## config.mk

```make
export PLATFORM = sky130hd
export DESIGN_NAME = game_session_fsm
export DESIGN_NICKNAME = d
export VERILOG_FILES = /design/src/rtl/vga_pkg.sv /design/src/rtl/game_session_fsm_peer_sync.sv /design/src/rtl/game_session_fsm.sv
export SDC_FILE = /design/constraint.sdc
export NUM_CORES = 1
export LEC_CHECK = 0
export BUFFER_PORTS_ARGS = -buffer_cell sky130_fd_sc_hd__buf_4
export CAP_MARGIN = 20
export CORE_AREA = 2 2 62 64
export DETAILED_ROUTE_END_ITERATION = 8
export DIE_AREA = 0 0 64 66
export PLACE_DENSITY = 0.78
export SLEW_MARGIN = 20
export SYNTH_ARGS = -nofsm -noshare
export SYNTH_HDL_FRONTEND = slang
export SYNTH_SLANG_ARGS = --single-unit
```

## constraint.sdc

```tcl
create_clock -name clk -period 5.4 [get_ports clk]
set_clock_uncertainty 0.05 [all_clocks]
set_input_delay 1.08 -clock clk [delete_from_list [all_inputs] [get_ports clk]]
set_output_delay 1.08 -clock clk [all_outputs]
set_load 0.005 [all_outputs]
```

## src/rtl/vga_pkg.sv

```systemverilog
// Shared VGA/game constants: on-screen hit rectangles for the start and restart
// buttons, the session-state encoding used by overlay/debug decoders, and a
// half-open rectangle hit test.
package vga_pkg;

   // Start button area (pixels).
   localparam logic [11:0] START_CHAR_XPOS   = 12'd412;
   localparam logic [11:0] START_CHAR_YPOS   = 12'd300;
   localparam logic [11:0] START_AREA_WIDTH  = 12'd200;
   localparam logic [11:0] START_CHAR_HEIGHT = 12'd48;

   // Restart button area on the game-over screen (pixels).
   localparam logic [11:0] RESTART_XPOS   = 12'd440;
   localparam logic [11:0] RESTART_YPOS   = 12'd420;
   localparam logic [11:0] RESTART_WIDTH  = 12'd144;
   localparam logic [11:0] RESTART_HEIGHT = 12'd40;

   // Session controller states, shared so other blocks can decode them.
   typedef enum logic [2:0] {
      GS_START        = 3'd0,
      GS_SYNC_START   = 3'd1,
      GS_RUNNING      = 3'd2,
      GS_SYNC_END     = 3'd3,
      GS_INTERMISSION = 3'd4,
      GS_OVER         = 3'd5
   } game_session_state_t;

   // Half-open hit test; the right/bottom edges are computed in 13 bits so a
   // rectangle touching the 12-bit limit cannot wrap.
   function automatic logic in_rect(
      input logic [11:0] xpos,
      input logic [11:0] ypos,
      input logic [11:0] rx,
      input logic [11:0] ry,
      input logic [11:0] rw,
      input logic [11:0] rh
   );
      logic [12:0] x_end;
      logic [12:0] y_end;
      x_end = {1'b0, rx} + {1'b0, rw};
      y_end = {1'b0, ry} + {1'b0, rh};
      return ({1'b0, xpos} >= {1'b0, rx}) && ({1'b0, xpos} < x_end) &&
             ({1'b0, ypos} >= {1'b0, ry}) && ({1'b0, ypos} < y_end);
   endfunction

endpackage

```

## src/rtl/game_session_fsm_peer_sync.sv

```systemverilog
// Peer rendezvous helper for the session controller. While 'clear' is low it
// accumulates which peers have signalled, and reports 'done' once every peer
// is either seen now, seen earlier, or already lost. With
// GAME_SESSION_TIMEOUT_EN defined, a saturating counter also forces 'done'
// after SYNC_TIMEOUT_CYCLES cycles and reports the still-missing peers on
// 'lost_new' for that one cycle; without it the wait is unbounded.
module peer_sync #(
   parameter int NUM_PEERS           = 1,
   parameter int SYNC_TIMEOUT_CYCLES = 65_000_000
) (
   input  logic                 clk,
   input  logic                 rst_n,
   input  logic                 clear,
   input  logic [NUM_PEERS-1:0] peer_x,
   input  logic [NUM_PEERS-1:0] lost_in,
   output logic                 done,
   output logic [NUM_PEERS-1:0] lost_new
);

   logic [NUM_PEERS-1:0] seen_r;
   logic [NUM_PEERS-1:0] satisfied_s;
   logic                 all_sat_s;

   // A peer arriving on this very cycle counts, so the exit is not delayed.
   assign satisfied_s = seen_r | peer_x | lost_in;
   assign all_sat_s   = &satisfied_s;

   // Sticky record of peers that have signalled since the wait began.
   always_ff @(posedge clk) begin
      if (!rst_n) begin
         seen_r <= '0;
      end else if (clear) begin
         seen_r <= '0;
      end else begin
         seen_r <= seen_r | peer_x;
      end
   end

`ifdef GAME_SESSION_TIMEOUT_EN
   localparam int CNT_W = $clog2(SYNC_TIMEOUT_CYCLES) + 1;
   // The counter holds k after the k-th edge in the wait state, so the edge
   // that samples k == LAST is the SYNC_TIMEOUT_CYCLES-th one.
   localparam logic [CNT_W-1:0] CNT_LAST = CNT_W'(SYNC_TIMEOUT_CYCLES - 1);
   localparam logic [CNT_W-1:0] CNT_MAX  = CNT_W'(SYNC_TIMEOUT_CYCLES);

   logic [CNT_W-1:0] cnt_r;
   logic             expired_s;

   // Saturating wait-time counter, zeroed whenever no wait is in progress.
   always_ff @(posedge clk) begin
      if (!rst_n) begin
         cnt_r <= '0;
      end else if (clear) begin
         cnt_r <= '0;
      end else if (cnt_r != CNT_MAX) begin
         cnt_r <= cnt_r + CNT_W'(1);
      end else begin
         cnt_r <= cnt_r;
      end
   end

   assign expired_s = (cnt_r >= CNT_LAST);

   // Finish on full rendezvous or timeout; on timeout flag the missing peers.
   always_comb begin
      done     = all_sat_s | expired_s;
      lost_new = '0;
      if (expired_s && !all_sat_s) begin
         lost_new = ~satisfied_s;
      end else begin
         lost_new = '0;
      end
   end
`else
   // Without a timeout the wait only ends on a full rendezvous.
   always_comb begin
      done     = all_sat_s;
      lost_new = '0;
   end
`endif

endmodule

```

## src/rtl/game_session_fsm.sv

```systemverilog
// Duck Hunt game-session controller: start screen, start rendezvous with the
// linked peers, NUM_ROUNDS rounds separated by intermissions, end-of-round
// rendezvous and a game-over screen with restart. All outputs are registered
// and derived from the next state, so they change on the same edge as it.
// Optional feature macro: GAME_SESSION_TIMEOUT_EN (peer wait timeout and
// sticky peers_lost flags; without it peers_lost stays 0).
module game_session_fsm
   import vga_pkg::*;
#(
   parameter int NUM_PEERS           = 1,
   parameter int NUM_ROUNDS          = 3,
   parameter int SYNC_TIMEOUT_CYCLES = 65_000_000,
   parameter int INTERMISSION_CYCLES = 32_500_000,
   parameter int ROUND_W             = (NUM_ROUNDS > 1) ? $clog2(NUM_ROUNDS) : 1
) (
   input  logic                 clk,
   input  logic                 rst_n,
   input  logic                 left_mouse,
   input  logic [11:0]          mouse_xpos,
   input  logic [11:0]          mouse_ypos,
   input  logic                 round_finished,
   input  logic [NUM_PEERS-1:0] peer_start,
   input  logic [NUM_PEERS-1:0] peer_ended,
   output logic                 start_pressed,
   output logic                 game_ended,
   output logic                 start_screen_enable,
   output logic                 game_enable,
   output logic                 game_end_enable,
   output logic                 round_start,
   output logic [ROUND_W-1:0]   round_idx,
   output logic [NUM_PEERS-1:0] peers_lost
);

   localparam logic [ROUND_W-1:0] LAST_ROUND = ROUND_W'(NUM_ROUNDS - 1);

   localparam int IC_W = $clog2(INTERMISSION_CYCLES) + 1;
   // Counter holds k after the k-th edge in INTERMISSION; leaving on the edge
   // that samples LAST makes the pause exactly INTERMISSION_CYCLES long.
   localparam logic [IC_W-1:0] IC_LAST = IC_W'(INTERMISSION_CYCLES - 1);
   localparam logic [IC_W-1:0] IC_MAX  = IC_W'(INTERMISSION_CYCLES);

   game_session_state_t state_r;
   game_session_state_t state_nx;

   logic [ROUND_W-1:0]   round_idx_nx;
   logic [NUM_PEERS-1:0] peers_lost_nx;
   logic                 left_prev_r;
   logic [IC_W-1:0]      inter_cnt_r;

   logic                 click_start_s;
   logic                 click_restart_s;
   logic                 inter_done_s;
   logic                 sync_clear_s;
   logic [NUM_PEERS-1:0] sync_peer_s;
   logic                 sync_done_s;
   logic [NUM_PEERS-1:0] sync_lost_new_s;

   // Previous button level for edge detection. It comes out of reset as
   // "pressed" so a button already held during reset never counts as a click.
   always_ff @(posedge clk) begin
      if (!rst_n) begin
         left_prev_r <= 1'b1;
      end else begin
         left_prev_r <= left_mouse;
      end
   end

   assign click_start_s = left_mouse && !left_prev_r &&
      in_rect(mouse_xpos, mouse_ypos, START_CHAR_XPOS, START_CHAR_YPOS,
              START_AREA_WIDTH, START_CHAR_HEIGHT);
   assign click_restart_s = left_mouse && !left_prev_r &&
      in_rect(mouse_xpos, mouse_ypos, RESTART_XPOS, RESTART_YPOS,
              RESTART_WIDTH, RESTART_HEIGHT);

   // Saturating intermission timer, held at zero outside INTERMISSION.
   always_ff @(posedge clk) begin
      if (!rst_n) begin
         inter_cnt_r <= '0;
      end else if (state_r != GS_INTERMISSION) begin
         inter_cnt_r <= '0;
      end else if (inter_cnt_r != IC_MAX) begin
         inter_cnt_r <= inter_cnt_r + IC_W'(1);
      end else begin
         inter_cnt_r <= inter_cnt_r;
      end
   end

   assign inter_done_s = (state_r == GS_INTERMISSION) && (inter_cnt_r >= IC_LAST);

   // Route the relevant peer flags into the single shared rendezvous unit.
   always_comb begin
      sync_peer_s = '0;
      case (state_r)
         GS_SYNC_START: sync_peer_s = peer_start;
         GS_SYNC_END:   sync_peer_s = peer_ended;
         default:       sync_peer_s = '0;
      endcase
   end

   // The rendezvous state restarts whenever no sync state is active, which
   // gives every SYNC_START/SYNC_END entry a clean 'seen' set and timer.
   assign sync_clear_s = (state_r != GS_SYNC_START) && (state_r != GS_SYNC_END);

   peer_sync #(
      .NUM_PEERS          (NUM_PEERS),
      .SYNC_TIMEOUT_CYCLES(SYNC_TIMEOUT_CYCLES)
   ) u_peer_sync (
      .clk     (clk),
      .rst_n   (rst_n),
      .clear   (sync_clear_s),
      .peer_x  (sync_peer_s),
      .lost_in (peers_lost),
      .done    (sync_done_s),
      .lost_new(sync_lost_new_s)
   );

   // Next-state, round index and lost-peer bookkeeping.
   always_comb begin
      state_nx      = state_r;
      round_idx_nx  = round_idx;
      peers_lost_nx = peers_lost;
      case (state_r)
         GS_START: begin
            if (click_start_s) begin
               state_nx = GS_SYNC_START;
            end else begin
               state_nx = GS_START;
            end
         end
         GS_SYNC_START: begin
            if (sync_done_s) begin
               state_nx      = GS_RUNNING;
               peers_lost_nx = peers_lost | sync_lost_new_s;
            end else begin
               state_nx = GS_SYNC_START;
            end
         end
         GS_RUNNING: begin
            if (round_finished) begin
               state_nx = GS_SYNC_END;
            end else begin
               state_nx = GS_RUNNING;
            end
         end
         GS_SYNC_END: begin
            if (sync_done_s) begin
               peers_lost_nx = peers_lost | sync_lost_new_s;
               if (round_idx == LAST_ROUND) begin
                  state_nx = GS_OVER;
               end else begin
                  state_nx = GS_INTERMISSION;
               end
            end else begin
               state_nx = GS_SYNC_END;
            end
         end
         GS_INTERMISSION: begin
            if (inter_done_s) begin
               state_nx     = GS_RUNNING;
               round_idx_nx = round_idx + ROUND_W'(1);
            end else begin
               state_nx = GS_INTERMISSION;
            end
         end
         GS_OVER: begin
            if (click_restart_s) begin
               state_nx = GS_START;
            end else begin
               state_nx = GS_OVER;
            end
         end
         default: begin
            state_nx = GS_START;
         end
      endcase
      // Entering (or staying in) START wipes the per-game history.
      if (state_nx == GS_START) begin
         round_idx_nx  = '0;
         peers_lost_nx = '0;
      end else begin
         round_idx_nx  = round_idx_nx;
         peers_lost_nx = peers_lost_nx;
      end
   end

   // State register.
   always_ff @(posedge clk) begin
      if (!rst_n) begin
         state_r <= GS_START;
      end else begin
         state_r <= state_nx;
      end
   end

   // Registered outputs, decoded from the next state so they align with it.
   always_ff @(posedge clk) begin
      if (!rst_n) begin
         start_screen_enable <= 1'b1;
         start_pressed       <= 1'b0;
         game_enable         <= 1'b0;
         game_ended          <= 1'b0;
         game_end_enable     <= 1'b0;
         round_start         <= 1'b0;
         round_idx           <= '0;
         peers_lost          <= '0;
      end else begin
         start_screen_enable <= (state_nx == GS_START);
         start_pressed       <= (state_nx == GS_SYNC_START);
         game_enable         <= (state_nx == GS_RUNNING);
         game_ended          <= (state_nx == GS_SYNC_END);
         game_end_enable     <= (state_nx == GS_OVER);
         round_start         <= (state_nx == GS_RUNNING) && (state_r != GS_RUNNING);
         round_idx           <= round_idx_nx;
         // With the timeout compiled out lost_new is constant zero, so this
         // register never leaves its reset value.
         peers_lost          <= peers_lost_nx;
      end
   end

endmodule

```

==> metrics.yaml <==
floorplanning:
  initial_core_util_pct: 55.7
  fp.dieArea_um2: 4220
  die_w_um: 64
  core-area_um2: 3550
  die_h_um: 66
  ioPinCount: 39
  fp-row-count: 22
final_layout:
  final_layout_size_suffix_gt1_share_pct: 16.8
  area_growth_pct: 16.8
  final_common_cell: "dfxtp_1"
  layout_common_cells: "39 x dfxtp_1, 33 x buf_4, 28 x nor2_1"
  diodes: 0
  n_fill_cell: 309
  fin_nets: 300
sta:
  grt_setup_unrepaired: "false"
  fin_crit_ns: 2.39
  fin_crit_sh_pct: 44.2
  fmax_mhz: 419
  fin_tns_setup_ns: 0
  final_max_slew_viol_count: 0
  slew_headroom_pct: 39.1
  tightest_slew_ns: 0.911
  hold_viol: 0
  setup_viol: 0
worst_setup_path:
  arrival_ns: 2.56
  endpoint_kind: "flop"
  crit_type: "in -> reg"
  crit_fanout: 3
  startpoint: "mouse_xpos[8]"
  worstSetupStartpointType: "primary input"
  r2r_cells: 6
  r2r-start: "inter_cnt_r[17]"
  required_ns: 5.58
yosys:
  post_synth.cell_area_avg_um2: 8.56
  synth.net_count: 264
  async_reset_ff_share_pct: 0
  synth_area_um2: 1980
  yosys_register_bits: 39
  ys_warn_count: 0
  syn_inst: 231
  synth_cell_type_count: 52
  synth-edff-count: 0
  synthFlopType: "dfxtp_1"
  ys_seq_area_share_pct: 39.5
min_path:
  hp-start: "inter_cnt_r[24]"
  min_delay_path_depth: 2
  hp-class: "reg -> reg"
power_and_ir_drop:
  combPwrFrac_pct: 5.7
  power_leakage_nw: 0.845
  irDropWorstVdd_mv: 0.122
  p_switching_w: 0.000104
  swShare_pct: 22.7
  p_clk_share_pct: 31.6
  share_seq_of_total_power_pct: 62.7
  p_total_w: 0.000459
  p_int_w: 0.000355
  power_density_nw_per_um2: 199
grt:
  grt_pass1_wl_mm: 6.82
  grt_usage_pct: 20.6
  gr-total-overflow: 0
  antenna_found_initial: 0
  grt_max_degree: 27
  grt_pass1_vias: 1579
placed_design:
  dpl.hpwl_mm: 2.94
  portBuffers: 33
  place_congestion: 0.809
detailed_routing:
  drc: 0
  drtIter0Drc: 98
  viasPerCell: 5.49
  drt.antenna.violating_nets: 0
  first_pass_iters: 4
  drt_wl_total_mm: 3.96
  vias: 1734
  routedWlPerCell_um: 12.5
clock_tree:
  hold_buffers: 0
  clock_latency_ns: 0.35
  numCtsBuffers: 5
  clockBufferDepth: 2
  cts_max_level: 2
  post-cts-setup-buffers: 0
  clock-root-buffer: "clkbuf_4"
  clkSinkCount: 39
  clkTransAtPathRegs_ns: 0.10
  cts_resized: 0
  cts_tree: "built"
outcome:
  status: "completed"
job:
  maxCapViolations: 0
cell families after synthesis:
logic type | synth area share (%)
AND/OR/NAND/NOR | 31.3
AO/OA/AOI/OAI | 13.9
flip-flops | 39.5
XOR/XNOR | 8.86
buffers and inverters | 3.42
adder cells (fa/ha/maj) | 1.90
multiplexers | 1.01
other | 0.190
worst max-delay path, cell delays in order:
cell,delay [ns]
buf_4,0.11
or3b_1,0.40
o22ai_1,0.18
a311oi_1,0.14
nor3_1,0.35
a21o_1,0.22
a21oi_1,0.08
Yosys cell counts (3+ instances only):
| cell type | n | area, um2 |
|---|---|---|
| or3_1 | 7 | 43.8 |
| nand2b_1 | 3 | 18.8 |
| o22ai_1 | 3 | 18.8 |
| ha_1 | 3 | 37.5 |
| inv_1 | 11 | 41.3 |
| xor2_1 | 5 | 43.8 |
| nor2b_1 | 4 | 25.0 |
| nor4_1 | 3 | 18.8 |
| xnor2_1 | 15 | 131 |
| nand2_1 | 14 | 52.6 |
| nand4_1 | 6 | 37.5 |
| a21o_1 | 3 | 22.5 |
| nor2_1 | 28 | 105 |
| nand3_1 | 8 | 40.0 |
| and3_1 | 9 | 56.3 |
| a21oi_1 | 11 | 55.1 |
| o21ai_0 | 9 | 45.0 |
| a311oi_1 | 3 | 26.3 |
| dfxtp_1 | 39 | 781 |
| nor3_1 | 9 | 45.0 |
registers in the layout, summed over array words and instances (netlist names):
register,count
start_pressed,1
game_enable,1
state_r,3
start_screen_enable,1
u_peer_sync.seen_r,1
game_ended,1
inter_cnt_r,26
round_start,1
round_idx,2
left_prev_r,1
game_end_enable,1
layer usage:
layer	track usage, %	part of all wire (%)
met1	24.8	47
met2	35.5	47
met3	5.62	4.5
met4	6.52	1.4
met5	0	0
per-stage QoR:
step | setup slack (ns) | cell area [um2] | hold slack [ns] | instances | util [%]
6_report | 3.01 | 2310 | 0.475 | 316 | 65.0
5_1_grt | 2.87 | 2310 | 0.509 | 316 | 65.0
2_1_floorplan | 2.92 | 1980 | 0.408 | 231 | -
3_3_place_gp | 2.66 | 2260 | 0.425 | 308 | 63.6
3_5_place_dp | 2.65 | 2260 | 0.441 | 308 | 63.6
4_1_cts | 3.02 | 2310 | 0.481 | 316 | 65.0
path summary, 6_finish.rpt:
path | slack, ns | to
hold / removal | 0.47 | inter_cnt_r[24]
hold reg to reg | 0.47 | inter_cnt_r[24]
setup reg to reg | 3.18 | inter_cnt_r[2]
setup / recovery | 3.01 | round_idx[0]
final cells by class:
| class | count | area (um2) | share of cell area, % |
|---|---|---|---|
| Clock inverter | 1 | 5.00 | 0.217 |
| Sequential cell | 39 | 781 | 33.8 |
| Timing Repair Buffer | 33 | 248 | 10.7 |
| Clock buffer | 7 | 45.0 | 1.95 |
| Inverter | 11 | 41.3 | 1.79 |
| Multi-Input combinational cell | 177 | 1130 | 48.9 |
| Tap cell | 48 | 60.1 | 2.60 |
power by group through the flow:
stage	clock network (W)	registers (W)	logic, W
floorplan	0	0.000295	0.00000817
global placement	0	0.000295	0.0000253
detailed placement	0	0.000295	0.0000261
CTS	0.000148	0.000288	0.0000260
global route	0.000157	0.000288	0.0000285
finish	0.000145	0.000288	0.0000260
No activity file was read; power rests on OpenSTA's default activity.
